File: config.mk
export PLATFORM = sky130hd
export DESIGN_NAME = valrdy_rr_arbiter
export DESIGN_NICKNAME = d
export VERILOG_FILES = /design/src/rtl/valrdy_rr_arbiter.sv
export SDC_FILE = /design/constraint.sdc
export NUM_CORES = 1
export LEC_CHECK = 0
export ABC_CLOCK_PERIOD_IN_PS = 3000
export BUFFER_PORTS_ARGS = -buffer_cell sky130_fd_sc_hd__clkbuf_2
export CAP_MARGIN = 10
export CORE_UTILIZATION = 44
export DETAILED_ROUTE_END_ITERATION = 7
export PLACE_DENSITY = 0.95
export REMOVE_ABC_BUFFERS = 1
export SLEW_MARGIN = 40
export SYNTH_ARGS = -nofsm -noshare
export SYNTH_HDL_FRONTEND = slang
export SYNTH_SLANG_ARGS = --single-unit
File: constraint.sdc
create_clock -name clk -period 3 [get_ports clk]
set_input_delay 0.15 -clock clk [delete_from_list [all_inputs] [get_ports clk]]
set_output_delay 0.15 -clock clk [all_outputs]
set_load 0.05 [all_outputs]
File: src/rtl/valrdy_rr_arbiter.sv
// valrdy_rr_arbiter: round-robin val/rdy arbiter with a registered output stage; VALRDY_RR_ARBITER_LOCK_EN adds packet locking via recv_last.
module valrdy_rr_arbiter #(
  parameter int NumReqs = 4,
  parameter int Width = 32,
  localparam int IdxW = $clog2(NumReqs)
) (
  input  logic                     clk,
  input  logic                     reset,
  input  logic [NumReqs-1:0]       recv_val,
  output logic [NumReqs-1:0]       recv_rdy,
  input  logic [NumReqs*Width-1:0] recv_msg,
`ifdef VALRDY_RR_ARBITER_LOCK_EN
  input  logic [NumReqs-1:0]       recv_last,
`endif
  output logic                     send_val,
  input  logic                     send_rdy,
  output logic [Width-1:0]         send_msg,
  output logic [IdxW-1:0]          send_idx
);
  logic [IdxW-1:0] ptr, gnt, gnt_nxt;
  logic found, can_accept, xfer;
`ifdef VALRDY_RR_ARBITER_LOCK_EN
  logic locked;
  logic [IdxW-1:0] lock_idx;
`endif
  always_comb begin
    found = 1'b0;
    gnt = '0;
    for (int k = 0; k < NumReqs; k++) begin
      if (!found && recv_val[(int'(ptr) + k) % NumReqs]) begin
        found = 1'b1;
        gnt = IdxW'((int'(ptr) + k) % NumReqs);
      end
    end
`ifdef VALRDY_RR_ARBITER_LOCK_EN
    if (locked) begin
      gnt = lock_idx;
      found = recv_val[lock_idx];
    end
`endif
  end
  assign can_accept = ~send_val | send_rdy;
  assign xfer = found & can_accept;
  assign recv_rdy = xfer ? NumReqs'(1) << gnt : '0;
  // explicit wrap so non-power-of-2 NumReqs cycles back to 0
  assign gnt_nxt = (gnt == IdxW'(NumReqs - 1)) ? '0 : gnt + 1'b1;
  always_ff @(posedge clk or negedge reset) begin
    if (!reset) begin
      send_val <= 1'b0;
      send_msg <= '0;
      send_idx <= '0;
      ptr <= '0;
`ifdef VALRDY_RR_ARBITER_LOCK_EN
      locked <= 1'b0;
      lock_idx <= '0;
`endif
    end else if (xfer) begin
      send_val <= 1'b1;
      send_msg <= recv_msg[int'(gnt)*Width +: Width];
      send_idx <= gnt;
`ifdef VALRDY_RR_ARBITER_LOCK_EN
      locked <= ~recv_last[gnt];
      lock_idx <= gnt;
      if (recv_last[gnt]) ptr <= gnt_nxt;
`else
      ptr <= gnt_nxt;
`endif
    end else if (send_rdy) begin
      send_val <= 1'b0;
    end
  end
endmodule

==> reports/qor.csv, run 1 <==
stage;metric;value;unit
clock_tree;cts.htree.levels;2;
power_and_ir_drop;pwr-share-clk;0.114;
synthesis;ys.flop_type;dfrtp_1;
timing;hold_violations;0;
power_and_ir_drop;p_per_area;888.6;nW/um^2
clock_tree;cts_buffers;5;
clock_tree;hold_buffers;1;
synthesis;yosysTopAreaCell;dfrtp_1;
synthesis;synthTopCellsByArea;dfrtp_1 (39%), mux2i_1 (27%), o221ai_1 (8.1%), o221ai_2 (6.3%), nand2_1 (6.0%);
synthesis;ys_types;23;
setup_path;path_class;reg -> out;
synthesis;synth_commonest_cells;mux2i_1 (64), nand2_1 (38), dfrtp_1 (37);
timing;setup_violations;0;
synthesis;ys_warn_count;0;
floorplanning;dieArea;5692;um^2
power_and_ir_drop;leakage;1.874;nW
grt;antenna_found_initial;0;
clock_tree;clockBufferDepth;2;
final_layout;areaGrowthSynthToFinish;40.17;%
route;first_pass_iters;4;
floorplanning;die-width;75.45;um
job;maxCapViolations;0;
timing;fmax;457.1;MHz
grt;grt_pass1_vias;2391;
placement;gp_congestion;0.7505;
timing;period_needed;2.188;ns
synthesis;synth_seq_cells;37;
synthesis;ys_seq_area_frac;0.3901;
route;drtIter0Drc;110;
timing;max_slew_margin;0.5106;
synthesis;post-synth-top-count-cell;mux2i_1;
setup_path;cp-end-kind;output port;
route;routedWlPerCell;14.82;um
route;drtAntennaViolNets;0;
power_and_ir_drop;share_comb_of_total_power;0.612;
placement;dpl.hpwl;5258;um
floorplanning;design.core.area;5140;um^2
clock_tree;clock_sinks;37;
clock_tree;cts_tree;built;
final_layout;design_area;3327;um^2
status;outcome;finished, final reports clean;
route;routed_wl;6757;um
synthesis;syn-cell-area;2374;um^2
timing;hold_ws;0.1329;ns
setup_path;critical_path.max_stage_delay;0.51;ns
route;dr_total_vias;2416;
grt;grt_first_pass_wirelength;10180;um
floorplanning;io_pins;174;
worst_hold_path;hp-class;in -> reg;
setup_path;crit_path_top_delay_cell;a211o_4;
setup_path;crit_fanout;39;
floorplanning;die_h;75.45;um
power_and_ir_drop;p_int;0.001423;W
power_and_ir_drop;swShare;0.5185;
clock_tree;cts.repair_timing.setup_buffer_count;0;
worst_hold_path;holdCritStartpoint;send_rdy;
setup_path;crit_buf_inv;1;
clock_tree;clock_latency;0.28;ns
floorplanning;rows;26;
floorplanning;start_util;0.4618;
setup_path;cp.required;2.85;ns
timing;timing.final.crit_share;0.7293;
route;vias_per_cell;5.298;
timing;report.final.slew_viol_count;0;
final_layout;drive_above_1_share;0.5181;
setup_path;path_cells;nor2b_1 -> a21o_1 -> a211o_4 -> and3_1 -> clkbuf_2;
synthesis;netlist_instances;217;
timing;rsz0062_at_grt;false;
grt;grt_usage;0.2371;
synthesis;synth_top_area_frac;0.3901;
placement;placed_area;3234;um^2
synthesis;synth_edf_count;0;
final_layout;antenna_cells;0;
synthesis;postSynthAreaPerCell;10.94;um^2
clock_tree;root_buffer;clkbuf_8;
setup_path;cp-startpoint;ptr[0];
timing;worstMarginPinSlew;0.7340;ns
route;drt_drc_violations_left;0;
grt;grt_start_max_net_pins;40;
clock_tree;clkTransAtPathRegs;0.07;ns
setup_path;cpLargestDelayFamily;compound AO/OA/AOI/OAI gates;
power_and_ir_drop;total_switching_power;0.001533;W
grt;grt.overflow.total;0;
setup_path;timing.rr.start;ptr[0];
power_and_ir_drop;p_seq_frac;0.274;
setup_path;arrival;2.04;ns
final_layout;nNetsFinal;520;
clock_tree;cts-resized-gates;0;
timing;fin_skew;0.005646;ns
power_and_ir_drop;ir_drop;0.0006084;V
setup_path;worstSetupStartpointType;flip-flop;
placement;portBuffers;173;
final_layout;num-fill-cells;429;
synthesis;async_reset_ff_frac;1.000;
==> logic make-up after synthesis <==
| kind of cell | synth area share |
|---|---|
| xor gates and xnor gates | 0.003691 |
| AOI/OAI and AO/OA | 0.1771 |
| DFF | 0.3901 |
| and+or+nand+nor | 0.08646 |
| buffers and inverters | 0.07274 |
| muxes | 0.2699 |
==> path summary, 6_finish.rpt <==
kind	to	slack [ns]	cells after the start
hold / removal	send_val	0.13	4
max in group asynchronous	send_msg[24]	2.24	2
min in group asynchronous	send_msg[26]	0.41	2
setup / recovery	recv_rdy[0]	0.81	5
hold reg to reg	send_msg[22]	0.49	2
setup reg to reg	send_msg[21]	0.87	6
==> cells in the final DEF, fill, tap and decap left out, types with 2 or more instances in the layout <==
cell type and n:
a21oi_1 5, nand2_1 38, clkbuf_8 5, dfrtp_1 37, nor2_1 5, o221ai_2 10, mux2i_1 64, o221ai_1 22
a21o_1 3, inv_1 2, clkbuf_2 172, buf_4 5, nand2b_1 3, clkinv_2 2
==> per-layer routing <==
| metal | wire length, um | up-vias | track usage |
|---|---|---|---|
| li1 | - | 1150 | - |
| met1 | 2541 | 1142 | 0.2529 |
| met2 | 3804 | 118 | 0.4573 |
| met3 | 359 | 6 | 0.05159 |
| met4 | 52 | 0 | 0.08230 |
| met5 | 0 | - | 0 |
==> cell type report <==
cell class / count / area, um^2 / share of cell area
clock inverters: 2 / 10.01 / 0.003009
multi-input cells: 158 / 1284 / 0.3859
clock buffers: 6 / 72.57 / 0.02181
well taps: 70 / 87.58 / 0.02633
repair buffers: 180 / 935.9 / 0.2813
flip-flops and latches: 37 / 925.9 / 0.2783
inverters: 3 / 11.26 / 0.003385
==> state kept, by name, indices dropped and copies added (netlist names) <==
register,count
ptr,2
send_idx,2
send_msg,32
send_val,1
==> tightest hold or removal path, cell delays in order <==
cell and delay [ns]:
clkbuf_2 0.08, inv_1 0.05, nand2_1 0.06, nand2_1 0.04
==> power groups by stage <==
stage	logic, W	registers, W	clock network, W
floorplan	0.000750	0.00145	0
global placement	0.00177	0.000808	0
detailed placement	0.00182	0.000813	0
CTS	0.00182	0.000809	0.000348
global route	0.00192	0.000835	0.000375
finish	0.00181	0.000811	0.000336
==> through the flow <==
step                      setup TNS (ns)  worst slack, ns  instances  power, W    util
after floorplan                   -11.17          -0.6227        198  0.002199       -
after global placement                 0            1.006        447  0.002580  0.6288
after detailed placement               0           0.8717        447  0.002637  0.6293
after CTS                              0           0.7758        456  0.002979  0.6473
after global routing                   0           0.6220        456  0.003131  0.6473
final                                  0           0.8121        456  0.002956  0.6473
Note: power is estimated with default switching activity, not from simulation.
==> inputs of run 2 (changes only) <==
Settings changed: ABC_AREA from default to 1, ABC_CLOCK_PERIOD_IN_PS 3000 to 1790, CORE_UTILIZATION 44 to 41, PLACE_DENSITY 0.95 to 0.88.
Clock period 3 ns to 1.79 ns, I/O delays scaled along.
==> reports/qor.csv, run 2 <==
stage;metric;value;unit;change
route;routedWlPerCell;12.81;um;-14%
route;routed_wl;10500;um;+55%
clock_tree;clock_latency;0.29;ns;about the same
final_layout;drive_above_1_share;0.3870;;-0.1312
clock_tree;clock_sinks;37;;unchanged
setup_path;path_class;reg -> reg;;
timing;timing.final.ws_setup;-0.4318;ns;-1.244 ns
final_layout;final_cells;820;;+80%
setup_path;cp.required;1.98;ns;-0.87 ns
grt;grt_first_pass_wirelength;16100;um;+58%
setup_path;cp.depth;15;;+10
setup_path;crit_buf_inv;5;;+4
synthesis;async_reset_ff_frac;1.000;;unchanged
worst_hold_path;hp-class;in -> reg;;
timing;period_needed;2.222;ns;
final_layout;antenna_cells;0;;unchanged
synthesis;synth_edf_count;0;;unchanged
setup_path;ff2ff_path_depth;15;;+9
grt;grt_start_max_net_pins;31;;-23%
setup_path;arrival;2.41;ns;+0.37 ns
status;violations;negative setup slack;;
synthesis;ys.flop_type;dfrtp_1;;
setup_path;critical_path.max_stage_delay;0.43;ns;-0.08 ns
worst_hold_path;holdCritStartpoint;recv_msg[48];;
floorplanning;dieArea;8020;um^2;+41%
synthesis;netlist_instances;516;;+140%
floorplanning;rows;31;;+19%
synthesis;post-synth-top-count-cell;nand2_1;;
timing;rsz0062_at_grt;true;;
setup_path;cp-end-kind;flip-flop;;
final_layout;reg.largest.list;send_msg x32, ptr x2, send_idx x2;;
floorplanning;start_util;0.4287;;-0.03304
final_layout;largest_register_ffs;32;;unchanged
final_layout;largest-register;send_msg;;
grt;grt_pass1_vias;3704;;+55%
setup_path;endpoint;send_msg[20];;
synthesis;synth_commonest_cells;nand2_1 (180), inv_1 (108), nand3_1 (71);;
placement;gp_congestion;0.7969;;+6.2%
clock_tree;cts.htree.levels;2;;unchanged
setup_path;crit_fanout;23;;-41%
clock_tree;cts_tree;built;;
synthesis;postSynthAreaPerCell;6.091;um^2;-44%
status;outcome;finished with violations;;
timing;fmax;450.1;MHz;
final_layout;design_area;4833;um^2;+45%
timing;hold_ws;0.05132;ns;-0.08154 ns
route;first_pass_iters;5;;+1
floorplanning;die-width;89.56;um;+19%
synthesis;synth_top_area_frac;0.2946;;-0.09550
synthesis;syn-cell-area;3143;um^2;+32%
route;drt_drc_violations_left;0;;unchanged
clock_tree;root_buffer;clkbuf_8;;
timing;timing.final.crit_share;1.241;;
setup_path;timing.rr.start;ptr[1];;
synthesis;ys_warn_count;0;;unchanged
floorplanning;die_h;89.56;um;+19%
setup_path;crit_path_top_delay_cell;dfrtp_1;;
route;drtAntennaViolNets;0;;unchanged
final_layout;areaGrowthSynthToFinish;53.78;%;
timing;report.final.slew_viol_count;0;;unchanged
setup_path;worstSetupStartpointType;flip-flop;;
synthesis;synthTopCellsByArea;dfrtp_1 (29%), nand2_1 (21%), inv_1 (13%), nand3_1 (11%), nand4_1 (6.4%);;
setup_path;reg2reg_to;send_msg[20];;
timing;worstMarginPinSlew;0.4184;ns;-0.3156 ns
clock_tree;clockBufferDepth;2;;unchanged
job;maxCapViolations;0;;unchanged
synthesis;ys_seq_area_frac;0.2946;;-0.09550
final_layout;layout_common_cells;clkbuf_2 (169), nand2_1 (168), inv_1 (102);;
timing;fin_skew;0.009377;ns;+0.003731 ns
grt;grt_usage;0.2580;;+0.02092
setup_path;cp-startpoint;ptr[1];;
clock_tree;cts_buffers;5;;unchanged
final_layout;nNetsFinal;855;;+64%
timing;setup_violations;39;;+39
final_layout;final_common_cell;clkbuf_2;;
placement;placed_area;4257;um^2;+32%
timing;hold_violations;0;;unchanged
floorplanning;design.core.area;7331;um^2;+43%
setup_path;cpLargestDelayFamily;simple AND/OR/NAND/NOR gates;;
placement;portBuffers;173;;unchanged
grt;grt.overflow.total;0;;unchanged
timing;max_slew_margin;0.7204;;+0.2098
setup_path;rrSetupSlack;-0.43;ns;-1.30 ns
synthesis;ys_types;23;;unchanged
route;vias_per_cell;5.056;;-4.6%
clock_tree;clkTransAtPathRegs;0.08;ns;about the same
floorplanning;io_pins;174;;unchanged
setup_path;path_cells;buf_4 -> buf_4 -> nand3_2 -> nand2_2 -> nor2_4 -> nand3_4 -> nand3_4 -> buf_4 -> buf_4 -> buf_16 -> nand2_1 -> nand3_1 -> nand2_1 -> nand2_1 -> nand2_1;;
placement;dp_cells;788;;+76%
synthesis;synth_seq_cells;37;;unchanged
synthesis;yosysTopAreaCell;dfrtp_1;;
route;drtIter0Drc;207;;+88%
placement;dpl.hpwl;7279;um;+38%
grt;antenna_found_initial;0;;unchanged
route;dr_total_vias;4146;;+72%
-- run 2: changes by cell type in the layout (fill, tap and decap cells not counted), moves of 22 or more --
cell      previous run  this run
o221ai_1            22         0
buf_4                5        36
nand2_1             38       168
mux2i_1             64         0
nand3_1              0        67
inv_1                2       102
nand4_1              0        32
-- run 2: timing repair --
item | in CTS | in global routing
endpoints found under the setup margin | 41 | 41
hold buffers | 1 | 0
cloned | 3 | 0
hold endpoints to repair | 12 | 0
resized for setup | 58 | 9
pin swaps | 19 | 3
buffers inserted | 17 | 4
-- run 2: worst min path at each step --
| stage | endpoint | depth (start not counted) |
|---|---|---|
| final | send_msg[16] | 3 |
| after global routing | send_msg[8] | 3 |
| after CTS | send_msg[16] | 3 |
| after detailed placement | send_msg[27] | 1 |
| after global placement | send_msg[27] | 1 |
| after floorplan | ptr[0] | 0 |
-- run 2: layout make-up --
| type | count | area, um^2 |
|---|---|---|
| clock inverters | 2 | 37.54 |
| clock buffers | 6 | 82.58 |
| fillers | 640 | 2497 |
| multi-input cells | 336 | 1730 |
| repair buffers | 227 | 1495 |
| inverters | 113 | 436.7 |
| well taps | 99 | 123.9 |
| flip-flops and latches | 37 | 927.1 |
-- run 2: worst register-to-register path: stages (launching register included) --
cell and delay [ns]:
dfrtp_1 0.43, buf_4 0.16, buf_4 0.13, nand3_2 0.08, nand2_2 0.09, nor2_4 0.19, nand3_4 0.14, nand3_4 0.15
buf_4 0.13, buf_4 0.11, buf_16 0.15, nand2_1 0.09, nand3_1 0.12, nand2_1 0.06, nand2_1 0.06, nand2_1 0.04
-- run 2: metal layers --
layer	share of wire	GRT usage	routed length (um)	vias to the layer above
met1	0.39	0.2914	4044	1917
li1	-	-	-	2002
met5	0	0	0	-
met2	0.53	0.4676	5555	196
met3	0.058	0.05263	606	31
met4	0.028	0.1126	295	0
-- run 2: through the flow --
step	worst slack (ns)	utilization	TNS (ns)
floorplan	-1.136	-	-29.57
global placement	-0.1526	0.5806	-4.363
detailed placement	-0.2508	0.5806	-7.871
CTS	-0.3114	0.6498	-8.173
global route	-0.4973	0.6593	-16.45
finish	-0.4318	0.6593	-12.20
-- run 2: cells by family after synthesis --
family,after synthesis,share of synthesized area
simple gates,317,0.4725
flops,37,0.2946
buf+inv,143,0.1887
compound gates,19,0.04419
Power of run 2 is left out: the tool's default activity adds up to more than one toggle a clock period on the data nets, which glitch-free logic cannot reach.
